[src/rtl/gf2_poly_div_81by41_if.sv]
// rtl/gf2_poly_div_81by41_if.sv - operand/result handshake bundle for the GF(2) divider
interface gf2_poly_div_81by41_if #(
  parameter int N = 41,
  parameter int M = 2*N-1
);
  logic         in_valid;
  logic         in_ready;
  logic [M-1:0] dividend;
  logic [N-1:0] divisor;
  logic         out_valid;
  logic         out_ready;
  logic [M-1:0] quotient;
  logic [N-1:0] remainder;
  logic         div_by_zero;

  // Producer/consumer side: supplies operands, accepts results.
  modport master (
    output in_valid, dividend, divisor, out_ready,
    input  in_ready, out_valid, quotient, remainder, div_by_zero
  );

  // Divider side.
  modport slave (
    input  in_valid, dividend, divisor, out_ready,
    output in_ready, out_valid, quotient, remainder, div_by_zero
  );
endinterface

[src/rtl/gf2_poly_div_81by41.sv]
// rtl/gf2_poly_div_81by41.sv - sequential GF(2)[x] long divider, one quotient bit per clock
module gf2_poly_div_81by41 #(
  parameter int N = 41,
  parameter int M = 2*N-1
) (
  input  logic                  clk,
  input  logic                  rst,
  gf2_poly_div_81by41_if.slave  bus
);
  localparam int CW = $clog2(M);
  localparam int DW = $clog2(N);
  localparam logic [CW-1:0] LAST = CW'(M-1);

  typedef enum logic [1:0] {
    IDLE = 2'd0,
    NORM = 2'd1,
    DIV  = 2'd2,
    DONE = 2'd3
  } state_t;

  state_t        state, state_nxt;
  // Dividend is kept as a left-shifting register so the next bit to bring
  // down is always the MSB; this avoids a wide variable bit select.
  logic [M-1:0]  dvd, dvd_nxt;
  logic [N-1:0]  dvs, dvs_nxt;
  logic [DW-1:0] d, d_nxt;
  logic [CW-1:0] count, count_nxt;
  logic [M-1:0]  q, q_nxt;
  logic [N-1:0]  r, r_nxt;
  logic          dz, dz_nxt;
  logic [N-1:0]  r_sh;
  logic [DW-1:0] msb_idx;

  // Position of the highest set bit of the latched divisor (degree of b).
  always_comb begin
    msb_idx = '0;
    for (int i = 0; i < N; i++) begin
      if (dvs[i]) msb_idx = DW'(i);
    end
  end

  // Next-state and datapath update; every target defaults to holding.
  always_comb begin
    state_nxt = state;
    dvd_nxt   = dvd;
    dvs_nxt   = dvs;
    d_nxt     = d;
    count_nxt = count;
    q_nxt     = q;
    r_nxt     = r;
    dz_nxt    = dz;
    // Bits of r at or above d are always zero here, so dropping r[N-1]
    // never loses information.
    r_sh      = {r[N-2:0], dvd[M-1]};
    case (state)
      IDLE: begin
        if (bus.in_valid) begin
          dvd_nxt   = bus.dividend;
          dvs_nxt   = bus.divisor;
          dz_nxt    = 1'b0;
          state_nxt = NORM;
        end
      end
      NORM: begin
        q_nxt     = '0;
        r_nxt     = '0;
        count_nxt = '0;
        if (dvs == '0) begin
          dz_nxt    = 1'b1;
          state_nxt = DONE;
        end else begin
          d_nxt     = msb_idx;
          state_nxt = DIV;
        end
      end
      DIV: begin
        if (r_sh[d]) begin
          r_nxt = r_sh ^ dvs;
          q_nxt = {q[M-2:0], 1'b1};
        end else begin
          r_nxt = r_sh;
          q_nxt = {q[M-2:0], 1'b0};
        end
        dvd_nxt = {dvd[M-2:0], 1'b0};
        // count saturates at M-1 rather than wrapping.
        if (count == LAST) begin
          state_nxt = DONE;
        end else begin
          count_nxt = count + 1'b1;
        end
      end
      DONE: begin
        if (bus.out_ready) state_nxt = IDLE;
      end
      default: state_nxt = IDLE;
    endcase
  end

  // State and datapath registers with synchronous reset.
  always_ff @(posedge clk) begin
    if (rst) begin
      state <= IDLE;
      dvd   <= '0;
      dvs   <= '0;
      d     <= '0;
      count <= '0;
      q     <= '0;
      r     <= '0;
      dz    <= 1'b0;
    end else begin
      state <= state_nxt;
      dvd   <= dvd_nxt;
      dvs   <= dvs_nxt;
      d     <= d_nxt;
      count <= count_nxt;
      q     <= q_nxt;
      r     <= r_nxt;
      dz    <= dz_nxt;
    end
  end

  // Handshake flags are straight decodes of the state register.
  assign bus.in_ready    = (state == IDLE);
  assign bus.out_valid   = (state == DONE);
  assign bus.quotient    = q;
  assign bus.remainder   = r;
  assign bus.div_by_zero = dz;
endmodule
[src/flat_wrapper.sv]
// flat-port wrapper written by rule: the top's interface ports become plain ports
module gf2_poly_div_81by41_flat 
#(
  parameter int N = 41,
  parameter int M = 2*N-1
)
  (clk, rst, bus_in_valid, bus_dividend, bus_divisor, bus_out_ready, bus_in_ready, bus_out_valid, bus_quotient, bus_remainder, bus_div_by_zero);
  gf2_poly_div_81by41_if #(.N(N), .M(M)) bus_i ();
  input  logic clk;
  input  logic rst;
  input wire logic [$bits(bus_i.in_valid)-1:0] bus_in_valid;
  input wire logic [$bits(bus_i.dividend)-1:0] bus_dividend;
  input wire logic [$bits(bus_i.divisor)-1:0] bus_divisor;
  input wire logic [$bits(bus_i.out_ready)-1:0] bus_out_ready;
  output wire logic [$bits(bus_i.in_ready)-1:0] bus_in_ready;
  output wire logic [$bits(bus_i.out_valid)-1:0] bus_out_valid;
  output wire logic [$bits(bus_i.quotient)-1:0] bus_quotient;
  output wire logic [$bits(bus_i.remainder)-1:0] bus_remainder;
  output wire logic [$bits(bus_i.div_by_zero)-1:0] bus_div_by_zero;
  assign bus_i.in_valid = bus_in_valid;
  assign bus_i.dividend = bus_dividend;
  assign bus_i.divisor = bus_divisor;
  assign bus_i.out_ready = bus_out_ready;
  assign bus_in_ready = bus_i.in_ready;
  assign bus_out_valid = bus_i.out_valid;
  assign bus_quotient = bus_i.quotient;
  assign bus_remainder = bus_i.remainder;
  assign bus_div_by_zero = bus_i.div_by_zero;
  gf2_poly_div_81by41 #(.N(N), .M(M)) u_core (.clk(clk), .rst(rst), .bus(bus_i));
endmodule
[config.mk]
export PLATFORM = sky130hd
export DESIGN_NAME = gf2_poly_div_81by41_flat
export DESIGN_NICKNAME = d
export VERILOG_FILES = /design/src/rtl/gf2_poly_div_81by41_if.sv /design/src/rtl/gf2_poly_div_81by41.sv /design/src/flat_wrapper.sv
export SDC_FILE = /design/constraint.sdc
export NUM_CORES = 1
export LEC_CHECK = 0
export CAP_MARGIN = 0
export CORE_MARGIN = 2
export CORE_UTILIZATION = 51
export DETAILED_ROUTE_END_ITERATION = 10
export GPL_ROUTABILITY_DRIVEN = 0
export PLACE_DENSITY = 0.78
export SYNTH_ARGS = -nofsm -noshare
export SYNTH_HDL_FRONTEND = slang
export SYNTH_SLANG_ARGS = --single-unit
[constraint.sdc]
create_clock -name clk -period 3.14 [get_ports clk]
set_input_delay 0.628 -clock clk [delete_from_list [all_inputs] [get_ports clk]]
set_output_delay 0.628 -clock clk [all_outputs]
set_load 0.02 [all_outputs]
==> impl_metrics.csv, run 1 <==
group,metric,value,unit
synthesis,yosys_register_bits,260,
placement,dp_hpwl,20.56,mm
setup_path,critPathLaunchType,"flop",
global_routing,grt_use_met1,30.81,%
floorplanning,core,22710,um2
timing,fin_skew,11.15,ps
floorplanning,start_util,52.08,%
cts,path_clk_slew,60,ps
synthesis,synth_nets,1459,
timing,final_max_slew_viol_count,0,
global_routing,first_global_vias,9706,
cts,post_cts_resized,0,
setup_path,cp.arrival,3240,ps
routing,drt_iter0_markers,651,
placement,placed_area,14450,um2
worst_hold_path,hold_class,"flop to flop",
cts,cts.htree.levels,1,
routing,drc,0,
timing,finalSetupViolations,0,
cts,holdBufCountCts,0,
timing,finalHoldViolations,0,
synthesis,synthCells,1327,
setup_path,crit_chain,"buf_4, mux4_4, mux4_2, nor3_4, buf_4, a211oi_1, xor2_1, a22o_1",
timing,rsz0062_at_grt,"false",
global_routing,grt-busiest-layer,"met2",
global_routing,globalRoute.totalOverflow,0,
power,ir_worst_vdd,0.7465,mV
finish,multi_input_area,6072,um2
setup_path,worst-path-stages,8,
cts,ctsLongestPathBuffers,3,
global_routing,globalRouteMet2Util,40.00,%
routing,wire_per_inst,16.62,um
floorplanning,rows,55,
cts,cts_tree,"built",
synthesis,synth_async_sr_flop_share,0,%
setup_path,worstSetupStartpoint,"u_core.d[1]",
timing,worst_pin_slew,962.6,ps
synthesis,synthFlopType,"dfxtp_1",
setup_path,critPathTopFamily,"multiplexers",
setup_path,reg2reg_slack,320,ps
setup_path,critical_path_class,"flop to flop",
floorplanning,ios,251,
setup_path,r2r_end,"u_core.bus.remainder[13]",
timing,max_freq,354.2,MHz
status,outcome,"finished, final reports clean",
floorplanning,fp.dieH,156.3,um
synthesis,synth_area,11830,um2
cts,cts_setup_buffers,0,
worst_hold_path,hp-start,"u_core.bus.quotient[35]",
timing,relSlewSlack,35.58,%
power,power_density,776.0,nW/um2
floorplanning,dieWidth,156.3,um
finish,final_cell_mix,"dfxtp_1 (260), clkdlybuf4s50_1 (249), a21oi_1 (142)",
finish,sequential_cell_area,5205,um2
timing,finalCriticalPeriod,2824,ps
setup_path,cp_data_required_time,3550,ps
setup_path,reg2reg_depth,8,
global_routing,met3_usage,4.874,%
global_routing,grt_max_degree,163,
routing,firstDrtPassIters,5,
setup_path,crit_path_frequent_cell,"buf_4",
cts,cts_made_buffers,27,
routing,vias,10350,
cts,clkSinkCount,260,
finish,drive_above_1_share,6.475,%
cts,cts_root_buffer,"clkbuf_16",
setup_path,critPathBufInv,2,
finish,area_growth,29.60,%
routing,finalWirelength,30.16,mm
routing,ant_nets,0,
setup_path,r2r-start,"u_core.d[1]",
synthesis,synth_edf_count,0,
finish,final_area,15330,um2
flow_run,cap_violations,0,
global_routing,grt_pass1_wl,48.50,mm
setup_path,path_max_fanout,28,
placement,io_buffers,250,
worst_hold_path,holdPathStages,2,
setup_path,worst_setup_path_end_kind,"flop",
floorplanning,dieArea,24420,um2
cts,insertion_delay,530,ps
setup_path,slowest_stage,"mux4_4",
finish,layout_commonest_cell,"dfxtp_1",
global_routing,grtUsageTotal,23.93,%
finish,fin_nets,1641,
global_routing,antenna_found_initial,1,
synthesis,avgSynthCellArea,8.912,um2
synthesis,yosys_warnings,0,
setup_path,max_stage_delay,660,ps
timing,finalSetupTns,0,ps
worst_hold_path,whs_endpoint,"u_core.bus.quotient[35]",
routing,vias_per_cell,5.702,
synthesis,ys_seq_area_share,44.01,%
finish,nFillCells,1855,
synthesis,yosys.cell_types.count,59,
timing,fin_crit_sh,89.92,%
power,static-leakage-power,5.355,nW
-- area by class of cell --
cell class,instances,area share [%]
multi-input cells,930,39.62
flip-flops and latches,260,33.96
repair buffers,273,17.95
clock buffers,39,5.159
well taps,285,2.327
clock inverters,10,0.5551
inverters,17,0.4163
diodes,1,0.01633
-- cell usage after synthesis, types with 2 or more instances --
| library cell | instances | share of area, % |
|---|---|---|
| dfxtp_1 | 260 | 44 |
| a21oi_1 | 142 | 6.0 |
| a211oi_1 | 115 | 7.3 |
| nor2_1 | 102 | 3.2 |
| nand2_1 | 97 | 3.1 |
| clkbuf_1 | 91 | 2.9 |
| nand2b_1 | 84 | 4.4 |
| mux2i_1 | 83 | 7.0 |
| nand3_1 | 82 | 3.5 |
| a22o_1 | 41 | 3.0 |
| xor2_1 | 41 | 3.0 |
| o21ai_0 | 27 | 1.1 |
| o21ai_1 | 18 | 0.76 |
| inv_1 | 17 | 0.54 |
| nor4_1 | 13 | 0.69 |
| buf_1 | 12 | 0.38 |
| nor3_1 | 11 | 0.47 |
| mux4_2 | 9 | 1.7 |
| buf_6 | 7 | 0.67 |
| a2111oi_0 | 6 | 0.44 |
| a2111oi_2 | 6 | 0.76 |
| ha_1 | 6 | 0.63 |
| buf_4 | 4 | 0.25 |
| nand3b_1 | 4 | 0.25 |
| a31oi_1 | 3 | 0.16 |
| buf_2 | 3 | 0.13 |
| a311oi_1 | 2 | 0.15 |
| a41oi_1 | 2 | 0.15 |
| and3b_1 | 2 | 0.15 |
| mux4_4 | 2 | 0.42 |
| nand4_1 | 2 | 0.11 |
| o21bai_1 | 2 | 0.13 |
| o31ai_1 | 2 | 0.13 |
| o41ai_1 | 2 | 0.15 |
| or2_2 | 2 | 0.11 |
| or4_1 | 2 | 0.13 |
-- flip-flops by register name, indices dropped and copies added (netlist names) --
signal,count
u_core.bus.div_by_zero,1
u_core.dvd,81
u_core.state,2
u_core.dvs,41
u_core.d,6
u_core.bus.quotient,81
u_core.count,7
u_core.bus.remainder,41
-- worst reg2reg max path, stage by stage (launching register included) --
cell and delay (ps):
dfxtp_1 320, buf_4 220, mux4_4 660, mux4_2 500, nor3_4 140, buf_4 350, a211oi_1 130, xor2_1 180
a22o_1 220
-- cells by family after synthesis --
kind of cell	count (synthesis)	synth area share [%]
flip-flops	260	44.01
buffers and inverters	137	5.057
AND/OR/NAND/NOR	410	16.81
adder cells (fa/ha/maj)	6	0.6348
multiplexers	95	9.384
AO/OA/AOI/OAI	378	21.06
XOR/XNOR	41	3.036
-- how the worst max path moves through the flow --
stage,end
floorplan,u_core.bus.remainder[1]
global placement,u_core.bus.remainder[15]
detailed placement,u_core.bus.remainder[39]
CTS,u_core.bus.remainder[13]
global route,u_core.bus.remainder[13]
finish,u_core.bus.remainder[13]
-- per-layer routing --
metal  up-vias  part of all wire (%)
met4         0                   3.2
met1      4814                    42
met5         -                     0
li1       5153                     -
met3        58                   7.2
met2       324                    47
-- report_power, final --
part / switching [mW] / internal (mW) / total [mW] / leakage [nW]
sequential: 0.462 / 3.87 / 4.33 / 2.12
clock: 1.29 / 1.83 / 3.12 / 0.435
combinational: 2.63 / 1.82 / 4.45 / 2.80
-- stage by stage --
stage	hold WS (ps)	utilization, %	setup WS (ps)	total power [mW]	std cells
5_1_grt	500.8	67.49	206.7	12.66	1815
4_1_cts	481.6	67.48	312.5	11.97	1814
3_3_place_gp	464.9	63.63	440.3	8.705	1765
6_report	485.0	67.49	316.4	11.89	1815
3_5_place_dp	467.7	63.63	350.4	8.826	1765
2_1_floorplan	446.0	-	659.7	7.840	1327
(Power assumes the default switching activity.)
==> run 2, diff against run 1 <==
RECOVER_POWER = 25   (was unset)
==> run 2 against run 1 <==
  * Global-route usage unchanged
  * First-iteration DRC count increased by 0.61%
  * Via count unchanged
  * Clock skew increased by 1.3 ps
  * Combinational power decreased by 2%
  * Non-clock buffer count unchanged
  * Fmax decreased by 0.29%
  * Critical path depth unchanged
  * Largest power group unchanged
==> impl_metrics.csv, run 2 (same netlist as run 1, synthesis figures left out) <==
group,metric,value,unit
routing,finalWirelength,30.12,mm
placement,dp_hpwl,20.56,mm
setup_path,cp.arrival,3240,ps
timing,fin_crit_sh,90.18,%
floorplanning,fp.dieH,156.3,um
routing,ant_nets,0,
cts,cts_root_buffer,"clkbuf_16",
cts,holdBufCountCts,0,
floorplanning,core,22710,um2
finish,fin_util,67.32,%
cts,path_clk_slew,60,ps
cts,cts_tree,"built",
setup_path,cp_data_required_time,3550,ps
cts,clkSinkCount,260,
power,power_frac_comb,37.0,%
worst_hold_path,hold_class,"flop to flop",
power,p_int,7.456,mW
global_routing,grt_pass1_wl,48.50,mm
power,switchingPower,4.363,mW
flow_run,cap_violations,0,
cts,cts_made_buffers,27,
setup_path,critical_path_class,"flop to flop",
finish,area_growth,29.26,%
floorplanning,dieArea,24420,um2
placement,io_buffers,250,
routing,vias,10350,
floorplanning,ios,251,
power,clkPwrFrac,26.3,%
power,ir_worst_vdd,0.6354,mV
global_routing,globalRoute.totalOverflow,0,
power,swShare,36.91,%
timing,rsz0062_at_grt,"false",
floorplanning,dieWidth,156.3,um
routing,drt_iter0_markers,655,
finish,fin_nets,1641,
cts,post_cts_resized,0,
setup_path,worst_setup_path_end_kind,"flop",
global_routing,grtUsageTotal,23.93,%
routing,drc,0,
power,static-leakage-power,5.344,nW
timing,finalSetupTns,0,ps
status,outcome,"finished, final reports clean",
floorplanning,rows,55,
global_routing,antenna_found_initial,1,
setup_path,path_max_fanout,28,
timing,finalSetupViolations,0,
floorplanning,start_util,52.08,%
finish,final_cell_mix,"dfxtp_1 (260), clkdlybuf4s50_1 (249), a21oi_1 (142)",
setup_path,reg2reg_slack,310,ps
global_routing,first_global_vias,9706,
timing,finalCriticalPeriod,2832,ps
cts,cts.htree.levels,1,
cts,cts_setup_buffers,0,
finish,nFillCells,1861,
timing,worst_pin_slew,1292,ps
finish,layout_commonest_cell,"dfxtp_1",
timing,finalHoldViolations,0,
power,power_density,773.1,nW/um2
routing,wire_per_inst,16.60,um
cts,insertion_delay,530,ps
power,seqPwrFrac,36.6,%
timing,relSlewSlack,13.88,%
timing,final_max_slew_viol_count,0,
timing,max_freq,353.1,MHz
routing,vias_per_cell,5.702,
cts,ctsLongestPathBuffers,3,
setup_path,critPathLaunchType,"flop",
global_routing,grt_max_degree,163,
routing,firstDrtPassIters,5,
finish,drive_above_1_share,6.409,%
timing,fin_skew,12.49,ps
==> run 2: changes by cell type in the layout (fill, tap and decap cells not counted), sizes merged <==
| cell | previous run | this run |
|---|---|---|
| buf | 24 | 22 |
| clkbuf | 39 | 41 |
==> run 2: worst paths after layout <==
| path | startpoint | to | depth (start not counted) |
|---|---|---|---|
| worst max-delay path | u_core.d[1] | u_core.bus.remainder[13] | 8 |
| worst min-delay path | u_core.bus.quotient[35] | u_core.bus.quotient[35] | 2 |
| worst max register to register | u_core.d[1] | u_core.bus.remainder[13] | 8 |
| worst min register to register | u_core.bus.quotient[35] | u_core.bus.quotient[35] | 2 |
==> run 2: cell type report <==
type	count	area, um2	share of cell area, %
Antenna cell	1	2.502	0.01637
Clock buffer	39	790.8	5.173
Clock inverter	10	85.08	0.5566
Inverter	17	63.81	0.4174
Multi-Input combinational cell	930	6060	39.64
Sequential cell	260	5205	34.05
Tap cell	285	356.6	2.333
Timing Repair Buffer	273	2724	17.82
==> run 2: critical path, cell delays in order (launching register included) <==
cell and delay, ps:
dfxtp_1 330, buf_4 220, mux4_4 660, mux4_2 500
nor3_4 140, buf_4 350, a211oi_1 130, xor2_1 180
a22o_1 220
==> run 2: stage by stage <==
stage / setup WS [ps] / instance area [um2] / hold slack [ps] / power, mW / instances
after global routing: 206.7 / 15290 / 500.8 / 12.59 / 1815
after CTS: 312.5 / 15320 / 481.6 / 11.97 / 1814
final: 308.3 / 15290 / 484.5 / 11.82 / 1815
after detailed placement: 350.4 / 14450 / 467.7 / 8.826 / 1765
after floorplan: 659.7 / 11830 / 446.0 / 7.840 / 1327
after global placement: 440.3 / 14450 / 464.9 / 8.705 / 1765
==> run 2: routing by layer <==
metal  up-vias  part of all wire (%)  GRT usage (%)
li1       5152                     -              -
met1      4821                    42          30.81
met2       320                    47          40.00
met3        56                   7.1          4.874
met4         0                   3.2          8.432
met5         -                     0              0
==> run 2: power groups by stage <==
stage / registers (mW) / logic (mW) / clock network (mW)
floorplan: 4.22 / 3.62 / 0
global placement: 4.37 / 4.33 / 0
detailed placement: 4.39 / 4.44 / 0
CTS: 4.32 / 4.45 / 3.19
global route: 4.40 / 4.87 / 3.31
finish: 4.33 / 4.37 / 3.11
==> run 3, diff against run 2 <==
CAP_MARGIN = unset   (was 0)
==> results of run 3 <==
No change in the layout: final DEF, timing and power equal those of run 2.
